===== src/rtl/blackjack_pkg.sv =====
// Shared blackjack definitions: dealer FSM states, deck geometry and the
// rank-to-value mapping reused by the hand FSM.
package blackjack_pkg;

  typedef enum logic [1:0] {
    IDLE = 2'd0,
    DRAW = 2'd1,
    SCAN = 2'd2,
    DONE = 2'd3
  } state_e;

  localparam int NUM_RANKS = 13;
  localparam int SUITS     = 4;
  localparam int DECK_SIZE = 52;

  // Ace counts 1, pips count face value, J/Q/K count 10.
  function automatic logic [4:0] rank_value(input logic [3:0] rank);
    if (rank == 4'd0) begin
      return 5'd1;
    end else if (rank <= 4'd9) begin
      return {1'b0, rank} + 5'd1;
    end else begin
      return 5'd10;
    end
  endfunction

endpackage


===== src/rtl/card_dealer_if.sv =====
// Draw/shuffle handshake between the hand FSM (master) and the card dealer (slave).
interface card_dealer_if;
  logic       req;
  logic       shuffle;
  logic       card_valid;
  logic [4:0] card_value;
  logic [3:0] card_rank;
  logic [5:0] cards_left;
  logic       busy;
  logic       deck_empty;

  modport master (
    output req, shuffle,
    input  card_valid, card_value, card_rank, cards_left, busy, deck_empty
  );

  modport slave (
    input  req, shuffle,
    output card_valid, card_value, card_rank, cards_left, busy, deck_empty
  );
endinterface


===== src/rtl/lfsr16.sv =====
// Free-running 16-bit Galois LFSR (x^16+x^14+x^13+x^11+1), reloaded only by reset.
module lfsr16 #(
  parameter logic [15:0] SEED = 16'hACE1
) (
  input  logic        Clock,
  input  logic        reset,
  output logic [15:0] q
);

  logic [15:0] q_q;
  logic [15:0] q_d;

  always_comb begin
    q_d = {1'b0, q_q[15:1]} ^ (q_q[0] ? 16'hB400 : 16'h0000);
  end

  always_ff @(posedge Clock or posedge reset) begin
    if (reset) begin
      q_q <= SEED;
    end else begin
      q_q <= q_d;
    end
  end

  assign q = q_q;

endmodule


===== src/rtl/card_dealer.sv =====
// Deals cards without replacement from one deck: random rank picks from an LFSR,
// falling back to a linear scan after MAX_TRIES rejected picks.
module card_dealer
  import blackjack_pkg::*;
#(
  parameter logic [15:0] LFSR_SEED = 16'hACE1,
  parameter int          MAX_TRIES = 8
) (
  input  logic          Clock,
  input  logic          reset,
  card_dealer_if.slave  bus
);

  localparam logic [7:0] TRY_LIMIT = 8'(MAX_TRIES);

  state_e                        state_q, state_d;
  logic [7:0]                    try_q, try_d;
  logic [3:0]                    scan_q, scan_d;
  logic [5:0]                    left_q, left_d;
  logic [3:0]                    rank_q, rank_d;
  logic [4:0]                    value_q, value_d;
  logic [NUM_RANKS-1:0][2:0]     cnt_q, cnt_d;

  logic [15:0] lfsr_q;
  logic [15:0] avail;
  logic [3:0]  cand;
  logic [3:0]  lfsr_mod13;
  logic        cand_ok;
  logic        take;
  logic        unused_lfsr_hi;

  lfsr16 #(.SEED(LFSR_SEED)) u_lfsr (
    .Clock (Clock),
    .reset (reset),
    .q     (lfsr_q)
  );

  assign unused_lfsr_hi = ^lfsr_q[15:4];

  assign cand       = (state_q == SCAN) ? scan_q : lfsr_q[3:0];
  assign lfsr_mod13 = (lfsr_q[3:0] >= 4'd13) ? (lfsr_q[3:0] - 4'd13) : lfsr_q[3:0];
  assign cand_ok    = avail[cand];

  // Candidates 13..15 are padding so a raw LFSR nibble can index avail directly.
  genvar gi;
  generate
    for (gi = 0; gi < 16; gi++) begin : g_rank
      if (gi < NUM_RANKS) begin : g_real
        assign avail[gi] = (cnt_q[gi] != 3'(SUITS));
        assign cnt_d[gi] = bus.shuffle ? 3'd0 :
                           (take && (cand == 4'(gi))) ? (cnt_q[gi] + 3'd1) : cnt_q[gi];
      end else begin : g_pad
        assign avail[gi] = 1'b0;
      end
    end
  endgenerate

  always_comb begin
    state_d = state_q;
    try_d   = try_q;
    scan_d  = scan_q;
    left_d  = left_q;
    rank_d  = rank_q;
    value_d = value_q;
    take    = 1'b0;

    if (bus.shuffle) begin
      state_d = IDLE;
      left_d  = 6'(DECK_SIZE);
    end else begin
      case (state_q)
        IDLE: begin
          if (bus.req && (left_q != 6'd0)) begin
            state_d = DRAW;
            try_d   = 8'd0;
          end
        end
        DRAW, SCAN: begin
          if (cand_ok) begin
            take    = 1'b1;
            left_d  = left_q - 6'd1;
            rank_d  = cand;
            value_d = rank_value(cand);
            state_d = DONE;
          end else if (state_q == DRAW) begin
            try_d = try_q + 8'd1;
            if (try_d == TRY_LIMIT) begin
              state_d = SCAN;
              scan_d  = lfsr_mod13;
            end
          end else begin
            scan_d = (scan_q == 4'd12) ? 4'd0 : (scan_q + 4'd1);
          end
        end
        DONE: begin
          state_d = IDLE;
        end
      endcase
    end
  end

  always_ff @(posedge Clock or posedge reset) begin
    if (reset) begin
      state_q <= IDLE;
      try_q   <= 8'd0;
      scan_q  <= 4'd0;
      left_q  <= 6'(DECK_SIZE);
      rank_q  <= 4'd0;
      value_q <= 5'd0;
      cnt_q   <= '0;
    end else begin
      state_q <= state_d;
      try_q   <= try_d;
      scan_q  <= scan_d;
      left_q  <= left_d;
      rank_q  <= rank_d;
      value_q <= value_d;
      cnt_q   <= cnt_d;
    end
  end

  assign bus.card_valid = (state_q == DONE);
  assign bus.busy       = (state_q == DRAW) || (state_q == SCAN);
  assign bus.card_value = value_q;
  assign bus.card_rank  = rank_q;
  assign bus.cards_left = left_q;
  assign bus.deck_empty = (left_q == 6'd0);

endmodule


===== src/flat_wrapper.sv =====
// flat-port wrapper written by rule: the top's interface ports become plain ports
module card_dealer_flat import blackjack_pkg::*;
#(
  parameter logic [15:0] LFSR_SEED = 16'hACE1,
  parameter int          MAX_TRIES = 8
)
  (Clock, reset, bus_req, bus_shuffle, bus_card_valid, bus_card_value, bus_card_rank, bus_cards_left, bus_busy, bus_deck_empty);
  card_dealer_if bus_i ();
  input  logic Clock;
  input  logic reset;
  input wire logic [$bits(bus_i.req)-1:0] bus_req;
  input wire logic [$bits(bus_i.shuffle)-1:0] bus_shuffle;
  output wire logic [$bits(bus_i.card_valid)-1:0] bus_card_valid;
  output wire logic [$bits(bus_i.card_value)-1:0] bus_card_value;
  output wire logic [$bits(bus_i.card_rank)-1:0] bus_card_rank;
  output wire logic [$bits(bus_i.cards_left)-1:0] bus_cards_left;
  output wire logic [$bits(bus_i.busy)-1:0] bus_busy;
  output wire logic [$bits(bus_i.deck_empty)-1:0] bus_deck_empty;
  assign bus_i.req = bus_req;
  assign bus_i.shuffle = bus_shuffle;
  assign bus_card_valid = bus_i.card_valid;
  assign bus_card_value = bus_i.card_value;
  assign bus_card_rank = bus_i.card_rank;
  assign bus_cards_left = bus_i.cards_left;
  assign bus_busy = bus_i.busy;
  assign bus_deck_empty = bus_i.deck_empty;
  card_dealer #(.LFSR_SEED(LFSR_SEED), .MAX_TRIES(MAX_TRIES)) u_core (.Clock(Clock), .reset(reset), .bus(bus_i));
endmodule

===== config.mk =====
export PLATFORM = sky130hd
export DESIGN_NAME = card_dealer_flat
export DESIGN_NICKNAME = d
export VERILOG_FILES = /design/src/rtl/blackjack_pkg.sv /design/src/rtl/card_dealer_if.sv /design/src/rtl/lfsr16.sv /design/src/rtl/card_dealer.sv /design/src/flat_wrapper.sv
export SDC_FILE = /design/constraint.sdc
export NUM_CORES = 1
export LEC_CHECK = 0
export ABC_AREA = 1
export BUFFER_PORTS_ARGS = -buffer_cell sky130_fd_sc_hd__buf_2
export CORE_MARGIN = 5
export CORE_UTILIZATION = 62
export DETAILED_ROUTE_END_ITERATION = 7
export PLACE_DENSITY = 0.8
export SLEW_MARGIN = 15
export SYNTH_ARGS = -nofsm -noshare
export SYNTH_HDL_FRONTEND = slang
export SYNTH_SLANG_ARGS = --single-unit
export TNS_END_PERCENT = 20

===== constraint.sdc =====
create_clock -name Clock -period 3.4 [get_ports Clock]
set_input_delay 0.68 -clock Clock [delete_from_list [all_inputs] [get_ports Clock]]
set_output_delay 0.68 -clock Clock [all_outputs]
set_load 0.05 [all_outputs]

# Yosys cells after proc, flatten, opt, wreduce, memory -nomap -nowiden
# Index checks and enable logic that the tools add are counted.
# classes
addsub,18
magnitude_cmp,3
n_eq_ne,37
mux,52
bitwise_logic,3
n_reduce_logical,41
# op_table
op,count
2-to-1 mux 3 bit,26
"adder 3 x 1 -> 3 bit, second input constant",13
"!= test 3 bit, second input constant",13
nonzero test 2 bit,16
"== test 4 bit, second input constant",6
2-to-1 mux 8 bit,3
2-to-1 mux 4 bit,5
2-to-1 mux 6 bit,3
"== test 4 x 3 -> 1 bit, second input constant",4
2-to-1 mux 16 bit,1
case mux 8 bit (2 select lines),1
bitwise XOR 15 x 16 -> 16 bit,1
logical AND 1 bit,14
2-to-1 mux 2 bit,5
2-to-1 mux 5 bit,2
"adder 8 x 1 -> 8 bit, second input constant",1
"== test 4 x 2 -> 1 bit, second input constant",2
"== test 8 x 4 -> 1 bit, second input constant",1
"!= test 4 x 2 -> 1 bit, second input constant",2
zero test 6 bit,1
case mux 2 bit (3 select lines),1
AND reduction 3 bit,2
nonzero test 6 bit,1
"subtractor 6 x 1 -> 6 bit, second input constant",1
other kinds (22),29
# totals
reg_bits,84
inputBits,4
out_inout_bits,18
wordCells,174

# Longest topological paths before layout
# logic_depth
ltp_word,10
depth_mapped,17
ltp_nobuf,16

# Cells and area by module
# From an unflattened synthesis, not the netlist that was laid out.
# hier_totals
hier_cells,577
area_unflattened_um2,4893.4
# by_module_without_submodules
module,instances,cells_each,area_per_inst_um2,seq_area_each_um2
card_dealer,1,534,4332.9,1705.4
lfsr16,1,43,560.5,410.4

# Worst setup path before layout
# Ideal clock, no wire load.
# synth_timing
path_type,register to register
startpoint,register u_core.state_q[0]
endpoint,register u_core.cnt_q[16] (netlist name)
setup_time_ns,0.118
t_arrival_ns,2.313
required_ns,3.282
path_slack_ns,0.969
stages_incl_launch_ff,11
n_path_buf,1
synth_period_minus_slack_ns,2.431
path_cell_list,dfrtp_1 -> inv_1 -> ha_1 -> clkinv_1 -> nor2_1 -> inv_1 -> nor2_8 -> buf_4 -> nand2_1 -> nand3_1 -> nand2_1
# synth_via
elab_chain_len,9
word_cells_on_any_way,12
cone_classes,eq/ne (3); mux (6); reduce/logical (3)
# synth_lines
item,line_no,text
from (decl),card_dealer.sv:16,"state_e state_q, state_d;"
from (signal assigned),card_dealer.sv:112,state_q <= state_d;
== test 2 bit,"card_dealer.sv:40, card_dealer.sv:71",
2-to-1 mux 4 bit,card_dealer.sv:40,assign cand = (state_q == SCAN) ? scan_q : lfsr_q[3:0];
binary-select mux 1 bit (select 4 bit),card_dealer.sv:42,assign cand_ok = avail[cand];
2-to-1 mux 1 bit (implied by the code),card_dealer.sv:42,
2-to-1 mux 1 bit,card_dealer.sv:79,if (cand_ok) begin
2-to-1 mux 1 bit,card_dealer.sv:71,case (state_q)
2-to-1 mux 1 bit,card_dealer.sv:67,if (bus.shuffle) begin
logical AND 1 bit *,card_dealer.sv:51,(take && (cand == 4'(gi))) ? (cnt_q[gi] + 3'd1) : cnt_q[gi];
nonzero test 2 bit (no line) *,n/a,
to (signal assigned),card_dealer.sv:118,cnt_q <= cnt_d;
to (decl),card_dealer.sv:22,"logic [NUM_RANKS-1:0][2:0] cnt_q, cnt_d;"
# Every way passes the cells marked *; elsewhere a longest branch is shown, timed or not. The select of a mux whose other input is x is not followed.
# A chain may end at the register's enable or synchronous reset.

# Worst setup path in the final report
# layout_timing
startpoint,register u_core.state_q[0]
endpoint,register u_core.cnt_q[36] (netlist name)
# The elaborated chain is that of the path after synthesis.

==> run_results.csv <==
group,metric,value,unit
status,outcome,"finished clean",
critical_path,crit_top_cell,"nand2_1",
yosys,synthCells,596,
yosys,avgSynthCellArea,8.303,um2
power_and_ir_drop,p_leak,2.867,nW
clock_network,post_cts_buffers,0,
yosys,ys_types,33,
routing,vias_per_cell,5.501,
timing,period_minus_slack,2.863,ns
timing,fin_crit_sh,84.19,%
global_route,grt_util_met3,3.015,%
critical_path,rrSetupSlack,0.54,ns
global_route,antenna_found_initial,0,
floorplan,die_area,0.009868,mm2
clock_network,h-tree-depth,3,
yosys,synthesis.nets,642,
routing,dr.pass1.iters,5,
timing,skew,0.01936,ns
placed_design,gp_congestion,0.9195,
worst_hold_path,hold_path_startpoint,"u_core.u_lfsr.q[4]",
critical_path,critPathBufInv,1,
clock_network,cts_buffers,9,
global_route,grt_pass1_wl,16930,um
timing,relSlewSlack,37.28,%
floorplan,core-area,0.007767,mm2
cells_and_area,antenna_cells,0,
power_and_ir_drop,ir_drop,283.0,uV
placed_design,dpl.hpwl,6895,um
power_and_ir_drop,finalPower,3.273,mW
timing,holdWs,0.3555,ns
placed_design,io_buffer_count,21,
critical_path,path_max_fanout,49,
placed_design,dpl.cell_count,706,
clock_network,cts-root-buf,"clkbuf_8",
worst_hold_path,hold_end,"u_core.u_lfsr.q[3]",
routing,wl,9563,um
worst_hold_path,hold_depth,0,
critical_path,crit_slowest_cell,"ha_1",
critical_path,path_cells,"inv_1, ha_1, nand2_1, o21ai_4, nand3_1, nand2_1, nand2_1, nand2_4, nor2_8, nor2_8, nand2_1, nand3_1, nand2_1",
routing,ant_nets,0,
clock_network,clkSlewWorstSetupHoldPaths,0.10,ns
floorplan,row_count,32,
critical_path,cp.required,3.63,ns
yosys,yosys_warnings,0,
critical_path,cp_top_family,"simple AND/OR/NAND/NOR gates",
timing,tightest_slew,0.9408,ns
cells_and_area,layout_common_cells,"148 x nand2_1, 85 x nand3_1, 73 x dfrtp_1",
critical_path,r2r_end,"u_core.cnt_q[36]",
timing,hold_viol,0,
clock_network,clock_latency,0.36,ns
critical_path,rr_startpoint,"u_core.state_q[0]",
cells_and_area,finalNonFillerCells,722,
yosys,synth-seq-cells,84,
run,maxCapViolations,0,
clock_network,cts_resized,0,
timing,finalSetupViolCount,0,
floorplan,num_io_pins,22,
global_route,grt_util_met1,28.33,%
clock_network,cts_hold_buf,0,
routing,dr_total_vias,3972,
cells_and_area,syn_to_final_growth,7.408,%
routing,drtIter0Drc,217,
global_route,track_usage,20.85,%
cells_and_area,final_util,68.43,%
global_route,met2_usage,34.30,%
cells_and_area,post_route_cells_drive_above_1_share,11.29,%
clock_network,clockBufferDepth,2,
floorplan,die_h,99.34,um
critical_path,critPathMaxStageDelay,0.49,ns
routing,drc,0,
worst_hold_path,hold_class,"register to register",
cells_and_area,mostFrequentLayoutCell,"nand2_1",
global_route,grt_max_degree,67,
timing,rsz0062_at_grt,"no",
routing,wl_per_cell,13.25,um
clock_network,cts_sinks,84,
clock_network,cts_tree,"done",
critical_path,cp-start-kind,"register",
critical_path,end_kind,"register",
global_route,grt_overflow_total,0,
global_route,busiest_layer,"met2",
global_route,grt_pass1_vias,3730,
critical_path,worst-endpoint-arrival,3.09,ns
floorplan,initial_core_util,63.71,%
yosys,synth_area,0.004948,mm2
timing,drv_slew,0,
yosys,ys_seq_area_share,42.76,%
critical_path,crit_type,"register to register",
floorplan,die_x,99.34,um
timing,max_freq,349.3,MHz
critical_path,worstRegToRegCells,13,
cells_and_area,nNetsFinal,661,
timing,fin_tns_setup,0,ns
power_and_ir_drop,power_density,615.8,mW/mm2
[through the flow]
step           setup WS (ns)  instance area, um2
5_1_grt               0.2443                5315
6_report              0.5374                5315
2_1_floorplan         0.5731                4949
3_3_place_gp          0.6781                5112
3_5_place_dp          0.5990                5112
4_1_cts               0.5534                5315
[flip-flops by register name, indices dropped and copies added, names as in the netlist]
name and flops:
u_core.bus.card_rank 4, u_core.bus.card_value 5, u_core.bus.cards_left 6, u_core.cnt_q 39, u_core.scan_q 4, u_core.state_q 2
u_core.try_q 8, u_core.u_lfsr.q 16
[cell usage after synthesis, drive strengths merged]
master,number,area (um2)
a21oi,7,35.03
a32oi,1,8.760
buf,9,78.81
clkbuf,7,26.28
clkinv,2,7.510
dfrtp,73,1827
dfstp,11,289.0
ha,42,525.5
inv,73,279.0
nand2,158,665.6
nand3,85,425.4
nand3b,5,37.54
nand4,24,150.1
nor2,45,209.0
nor3,1,5.000
o21ai,27,153.9
o22ai,1,6.260
o32ai,1,8.760
xnor2,2,17.52
xor2,22,192.7
[report_power, final]
part | leakage [nW] | switching (mW) | internal (mW)
combinational | 1.65 | 0.975 | 0.344
sequential | 1.12 | 0.113 | 1.12
clock | 0.103 | 0.357 | 0.363
[area by class of cell]
| type | count | area, um2 |
|---|---|---|
| fill | 623 | 2452 |
| multi-input combinational | 421 | 2441 |
| sequential | 84 | 2116 |
| inverter | 75 | 287.8 |
| clock buffer | 11 | 141.4 |
| timing repair buffer | 24 | 140.1 |
| tap | 102 | 127.6 |
| clock inverter | 5 | 61.31 |
[cells by family (layout without fill, tap and decap cells)]
| family | Yosys count | count (layout) | synth area share, % |
|---|---|---|---|
| flops | 84 | 84 | 42.76 |
| xor+xnor | 24 | 24 | 4.248 |
| fa+ha+maj | 42 | 42 | 10.62 |
| compound gates | 37 | 37 | 4.299 |
| simple gates | 318 | 318 | 30.16 |
| buf+inv | 91 | 115 | 7.914 |
[how the worst max path moves through the flow]
stage	start	endpoint	cells past startpoint
floorplan	reset	u_core.bus.card_rank[0]	1
global placement	u_core.state_q[0]	u_core.cnt_q[33]	13
detailed placement	u_core.state_q[0]	u_core.cnt_q[35]	13
CTS	u_core.state_q[0]	u_core.cnt_q[36]	13
global route	u_core.state_q[0]	u_core.cnt_q[36]	13
finish	u_core.state_q[0]	u_core.cnt_q[36]	13
[routing by layer]
| layer | up-vias | share of wire (%) |
|---|---|---|
| met5 | - | 0 |
| met4 | 0 | 1.5 |
| met3 | 16 | 4.5 |
| met2 | 100 | 49 |
| met1 | 1891 | 45 |
| li1 | 1965 | - |
Power figures use the tool's default switching activity.
